### config.mk
export PLATFORM = sky130hd
export DESIGN_NAME = ppt_pulse_sequencer
export DESIGN_NICKNAME = d
export VERILOG_FILES = /design/src/rtl/ppt_pulse_sequencer.sv
export SDC_FILE = /design/constraint.sdc
export NUM_CORES = 1
export LEC_CHECK = 0
export CELL_PAD_IN_SITES_DETAIL_PLACEMENT = 2
export CELL_PAD_IN_SITES_GLOBAL_PLACEMENT = 2
export CORE_MARGIN = 2
export CORE_UTILIZATION = 35
export DETAILED_ROUTE_END_ITERATION = 10
export GPL_ROUTABILITY_DRIVEN = 1
export GPL_TIMING_DRIVEN = 0
export PLACE_DENSITY_LB_ADDON = 0.1
export SYNTH_ARGS = -nofsm -noshare
export SYNTH_HDL_FRONTEND = slang
export SYNTH_SLANG_ARGS = --single-unit
### constraint.sdc
create_clock -name clk -period 5.4 [get_ports clk]
set_clock_uncertainty 0.15 [all_clocks]
set_input_delay 1.08 -clock clk [delete_from_list [all_inputs] [get_ports clk]]
set_output_delay 1.08 -clock clk [all_outputs]
set_load 0.02 [all_outputs]
### src/rtl/ppt_pulse_sequencer.sv
// Pulse-train sequencer: emits COUNT pulses of WIDTH clocks every PERIOD clocks after a RUN rising edge.
// Configuration is shadowed at start; status (done/count/config error) is held for register readback.
module ppt_pulse_sequencer #(
    parameter int CNT_W = 16
) (
    input  logic             clk,
    input  logic             rst_n,
    input  logic             ena,
    input  logic             run_i,
    input  logic [CNT_W-1:0] period_i,
    input  logic [CNT_W-1:0] width_i,
    input  logic [CNT_W-1:0] count_i,
    output logic             pulse_o,
    output logic             busy_o,
    output logic             done_o,
    output logic [CNT_W-1:0] count_done_o,
    output logic             cfg_err_o
);

    localparam logic [1:0] ST_IDLE = 2'd0;
    localparam logic [1:0] ST_RUN  = 2'd1;
    localparam logic [1:0] ST_DONE = 2'd2;

    localparam logic [CNT_W-1:0] ONE = CNT_W'(1);
    localparam logic [CNT_W-1:0] TWO = CNT_W'(2);

    logic [1:0]       state_reg;
    logic             run_q_reg;
    logic [CNT_W-1:0] period_reg;
    logic [CNT_W-1:0] width_reg;
    logic [CNT_W-1:0] count_reg;
    logic [CNT_W-1:0] phase_reg;
    logic [CNT_W-1:0] count_done_reg;
    logic             pulse_reg;
    logic             busy_reg;
    logic             done_reg;
    logic             cfg_err_reg;

    logic             start;
    logic             cfg_ok;
    logic             wrap;
    logic [CNT_W-1:0] phase_next;
    logic [CNT_W-1:0] count_next;

    assign start      = run_i & ~run_q_reg;
    assign cfg_ok     = (period_i >= TWO) && (width_i != '0) &&
                        (width_i < period_i) && (count_i != '0);
    assign wrap       = (phase_reg == (period_reg - ONE));
    assign phase_next = wrap ? '0 : (phase_reg + ONE);
    assign count_next = count_done_reg + ONE;

    always_ff @(posedge clk or negedge rst_n) begin
        if (!rst_n) begin
            state_reg      <= ST_IDLE;
            run_q_reg      <= 1'b0;
            period_reg     <= '0;
            width_reg      <= '0;
            count_reg      <= '0;
            phase_reg      <= '0;
            count_done_reg <= '0;
            pulse_reg      <= 1'b0;
            busy_reg       <= 1'b0;
            done_reg       <= 1'b0;
            cfg_err_reg    <= 1'b0;
        end else if (ena) begin
            run_q_reg <= run_i;
            case (state_reg)
                ST_IDLE: begin
                    if (start) begin
                        period_reg     <= period_i;
                        width_reg      <= width_i;
                        count_reg      <= count_i;
                        done_reg       <= 1'b0;
                        count_done_reg <= '0;
                        if (cfg_ok) begin
                            cfg_err_reg <= 1'b0;
                            busy_reg    <= 1'b1;
                            phase_reg   <= '0;
                            pulse_reg   <= 1'b1;
                            state_reg   <= ST_RUN;
                        end else begin
                            cfg_err_reg <= 1'b1;
                        end
                    end
                end
                ST_RUN: begin
                    // Completion outranks an abort sampled on the same edge.
                    if (wrap && (count_next == count_reg)) begin
                        count_done_reg <= count_next;
                        phase_reg      <= '0;
                        pulse_reg      <= 1'b0;
                        busy_reg       <= 1'b0;
                        done_reg       <= 1'b1;
                        state_reg      <= ST_DONE;
                    end else if (!run_i) begin
                        pulse_reg <= 1'b0;
                        busy_reg  <= 1'b0;
                        state_reg <= ST_IDLE;
                    end else begin
                        phase_reg <= phase_next;
                        pulse_reg <= (phase_next < width_reg);
                        if (wrap) begin
                            count_done_reg <= count_next;
                        end
                    end
                end
                ST_DONE: begin
                    if (!run_i) begin
                        state_reg <= ST_IDLE;
                    end
                end
                default: begin
                    state_reg <= ST_IDLE;
                end
            endcase
        end
    end

    assign pulse_o      = pulse_reg;
    assign busy_o       = busy_reg;
    assign done_o       = done_reg;
    assign count_done_o = count_done_reg;
    assign cfg_err_o    = cfg_err_reg;

endmodule
==> metrics.log <==
INFO  metric postSynth.topFlopCell = sky130_fd_sc_hd__dfrtp_1
INFO  metric grt_setup_unrepaired = no
INFO  metric drv_cap = 0
INFO  metric clock-sinks = 87
INFO  metric fp.coreArea = 17060 sq um
INFO  metric net_total_in_the_final_layout = 841
INFO  metric timing.fmax = 199.5 MHz
INFO  metric placement.io_buffers = 70
INFO  metric worst_slew_margin_rel = 0.4473
INFO  metric drcViolationCount = 0
INFO  metric clockRootBuffer = sky130_fd_sc_hd__clkbuf_16
INFO  metric fillers = 1882
INFO  metric ant_nets = 0
INFO  metric numCtsBuffers = 9
INFO  metric hold_viol_final = 0
INFO  metric drive_gt1_frac = 0.08936
INFO  metric first_global_vias = 6214
INFO  metric ratio_of_final_minimum_period_to_clock_period = 0.9281
INFO  metric cts_tree = yes
INFO  metric via_count = 5541
INFO  metric floorplan.initialDensity = 0.3540
INFO  metric finish.cell_count_without_fillers = 986
INFO  metric cts.htree.levels = 3
INFO  metric antenna_cells_inserted = 0
INFO  metric max_root_sink_buffers = 2
INFO  metric report.final.setup_viol = 0
INFO  metric worstSetupPathType = reg -> reg
INFO  metric sum_neg_setup_slack = 0 ps
INFO  metric syn-num-nets = 758
INFO  metric asyncSetResetFlopFracSynth = 1.000
INFO  metric syn_inst = 673
INFO  metric vias_per_cell = 5.620
INFO  metric fp-row-count = 48
INFO  metric mostFrequentLayoutCell = sky130_fd_sc_hd__dfrtp_1
INFO  metric power.total = 2.897 mW
INFO  metric timing.critical_path.from_type = flop
INFO  metric timing.final.max_slew_violations = 0
INFO  metric grt-ovfl-total = 0
INFO  metric critPathArrivalTime = 5090 ps
INFO  metric synth.yosys.seq_area_share = 0.3605
INFO  metric detailed_place_hpwl = 17280 um
INFO  metric mostFrequentLayoutCells = 87 x sky130_fd_sc_hd__dfrtp_1, 69 x sky130_fd_sc_hd__clkdlybuf4s50_1, 56 x sky130_fd_sc_hd__nand2_1
INFO  metric utilization = 0.4318
INFO  metric worst_setup_hold_path_clk_slew = 70 ps
INFO  metric period_minus_slack = 5012 ps
INFO  metric synth_enable_flop_cells = 0
INFO  metric gp_congestion = 0.8493
INFO  metric required = 5480 ps
INFO  metric power_density = 393.3 nW/um^2
INFO  metric dpl-instance-area = 7046 sq um
INFO  metric synthesis.area_per_instance = 8.972 sq um
INFO  metric grt_first_pass_wirelength = 34790 um
INFO  metric peakVddDrop = 0.1833 mV
INFO  metric grt_max_degree = 51
INFO  metric post_detailed_route_wirelength_per_cell = 21.90 um
INFO  metric clk-insertion-delay-late = 360 ps
INFO  metric die_y = 135.3 um
INFO  metric first_pass_iters = 4
INFO  metric netlist_area = 6038 sq um
INFO  metric multi_input_comb_area = 3547 sq um
INFO  metric drt_iter0_drc = 207
INFO  metric fin_area = 7365 sq um
INFO  metric hold_buffers = 0
INFO  metric area_growth_syn_to_layout = 21.96%
INFO  metric route.final.wire_length = 21590 um
INFO  metric numPlacedInstances = 969
INFO  metric transition_time_at_the_pin_with_the_least_slew_margin = 808.2 ps
INFO  metric status = completed
INFO  metric grt_antenna_before_repair = 0
INFO  metric synth-warning-count = 0
INFO  metric timing.hold.worst.class = reg -> reg
INFO  metric gr-usage-all-layers = 0.2484
INFO  metric synth_seq_cells = 87
INFO  metric leakage = 3.061 nW
INFO  metric crit_path_end_kind = flop
INFO  metric fp.dieArea = 18320 sq um
INFO  metric cp_max_fo = 10
INFO  metric synth_cell_types = 63
INFO  metric num_io_pins = 72
INFO  metric area.sequential = 2177 sq um
INFO  metric die_w = 135.3 um
-- synthesized netlist by cell type (3+ instances only) --
library cell | n | area share
sky130_fd_sc_hd__a2111oi_0 | 6 | 0.0087
sky130_fd_sc_hd__or4_1 | 3 | 0.0037
sky130_fd_sc_hd__nand2_1 | 56 | 0.035
sky130_fd_sc_hd__nand2b_1 | 15 | 0.016
sky130_fd_sc_hd__a31oi_1 | 4 | 0.0041
sky130_fd_sc_hd__o2111ai_1 | 3 | 0.0044
sky130_fd_sc_hd__o21a_1 | 3 | 0.0037
sky130_fd_sc_hd__a221o_1 | 3 | 0.0050
sky130_fd_sc_hd__a211o_1 | 6 | 0.0087
sky130_fd_sc_hd__nand3_1 | 20 | 0.017
sky130_fd_sc_hd__o31ai_1 | 23 | 0.029
sky130_fd_sc_hd__o2bb2ai_1 | 3 | 0.0044
sky130_fd_sc_hd__inv_1 | 46 | 0.029
sky130_fd_sc_hd__clkbuf_1 | 31 | 0.019
sky130_fd_sc_hd__nor2_1 | 39 | 0.024
sky130_fd_sc_hd__mux2_2 | 30 | 0.056
sky130_fd_sc_hd__o211ai_1 | 3 | 0.0037
sky130_fd_sc_hd__and3_1 | 12 | 0.012
sky130_fd_sc_hd__and2_1 | 4 | 0.0041
sky130_fd_sc_hd__a41oi_1 | 4 | 0.0058
sky130_fd_sc_hd__xor2_1 | 14 | 0.020
sky130_fd_sc_hd__o41ai_1 | 5 | 0.0073
sky130_fd_sc_hd__nor2b_1 | 9 | 0.0093
sky130_fd_sc_hd__nor3_1 | 20 | 0.017
sky130_fd_sc_hd__nor4_1 | 17 | 0.018
sky130_fd_sc_hd__dfrtp_1 | 87 | 0.36
sky130_fd_sc_hd__buf_2 | 4 | 0.0033
sky130_fd_sc_hd__a21oi_1 | 27 | 0.022
sky130_fd_sc_hd__or3_1 | 10 | 0.010
sky130_fd_sc_hd__nand4_1 | 11 | 0.011
sky130_fd_sc_hd__a21o_1 | 19 | 0.024
sky130_fd_sc_hd__ha_1 | 33 | 0.068
sky130_fd_sc_hd__xnor2_1 | 26 | 0.038
sky130_fd_sc_hd__o21ai_0 | 39 | 0.032
-- layer usage --
layer	global-route usage	up-vias	wire length, um
met2	0.4743	72	11630
met4	0.06829	0	373
met1	0.2897	2815	9155
li1	-	2630	-
met5	0	-	0
met3	0.03255	24	431
-- final cells by class --
type	instances	area share
plain buffers	36	0.02022
clock buffers	9	0.03058
clock inverters	7	0.01070
inverters	46	0.02345
multi-input cells	504	0.4817
flip-flops and latches	87	0.2956
well taps	225	0.03823
repair buffers	72	0.09956
-- worst max-delay path: stages (launching register included) --
cell and delay [ps]:
sky130_fd_sc_hd__dfrtp_1 460, sky130_fd_sc_hd__inv_1 110, sky130_fd_sc_hd__ha_1 220, sky130_fd_sc_hd__or4b_1 460, sky130_fd_sc_hd__buf_2 200, sky130_fd_sc_hd__xor2_1 190, sky130_fd_sc_hd__a41oi_1 190, sky130_fd_sc_hd__a2111o_1 440
sky130_fd_sc_hd__nor4b_4 350, sky130_fd_sc_hd__clkbuf_2 300, sky130_fd_sc_hd__a21oi_1 80, sky130_fd_sc_hd__ha_1 320, sky130_fd_sc_hd__a21o_1 120, sky130_fd_sc_hd__a21o_1 110, sky130_fd_sc_hd__a21oi_1 90, sky130_fd_sc_hd__a2111oi_1 510
sky130_fd_sc_hd__nor4bb_1 360, sky130_fd_sc_hd__a221o_1 170, sky130_fd_sc_hd__a21oi_1 50
-- where the power goes --
part | switching [mW] | total (mW) | internal (mW)
logic | 0.657 | 1.17 | 0.518
clock network | 0.293 | 0.657 | 0.364
registers | 0.211 | 1.07 | 0.854
-- final timing paths --
path                                    start                to  slack, ps  cells past startpoint
worst min-delay path                   done_o            done_o        360                      1
worst min register to register         done_o            done_o        360                      1
worst max-delay path            period_reg[0]           pulse_o        390                     18
max in group asynchronous               rst_n     phase_reg[10]       3890                      2
worst max register to register  period_reg[0]           pulse_o        390                     18
min in group asynchronous               rst_n  count_done_o[11]        560                      1
-- logic make-up (layout without fill, tap and decap cells) --
group / after synthesis / after routing / share of synthesized area
fa+ha+maj: 33 / 33 / 0.06838
flops: 87 / 87 / 0.3605
simple gates: 238 / 238 / 0.2147
compound gates: 161 / 161 / 0.1861
mux: 32 / 32 / 0.05926
xor+xnor: 40 / 40 / 0.05802
buf+inv: 82 / 170 / 0.05305
-- through the flow --
stage / hold WS (ps) / worst slack [ps]
2_1_floorplan: 331.0 / 814.5
3_3_place_gp: 328.5 / -339.5
3_5_place_dp: 348.3 / -172.7
4_1_cts: 371.7 / 365.1
5_1_grt: 397.4 / 86.85
6_report: 360.3 / 388.1
-- repair_timing --
item,in CTS,in global routing
pin swaps,1,0
buffers inserted,1,0
setup endpoints to repair,1,1
resized for setup,1,2
(Power assumes the default switching activity.)
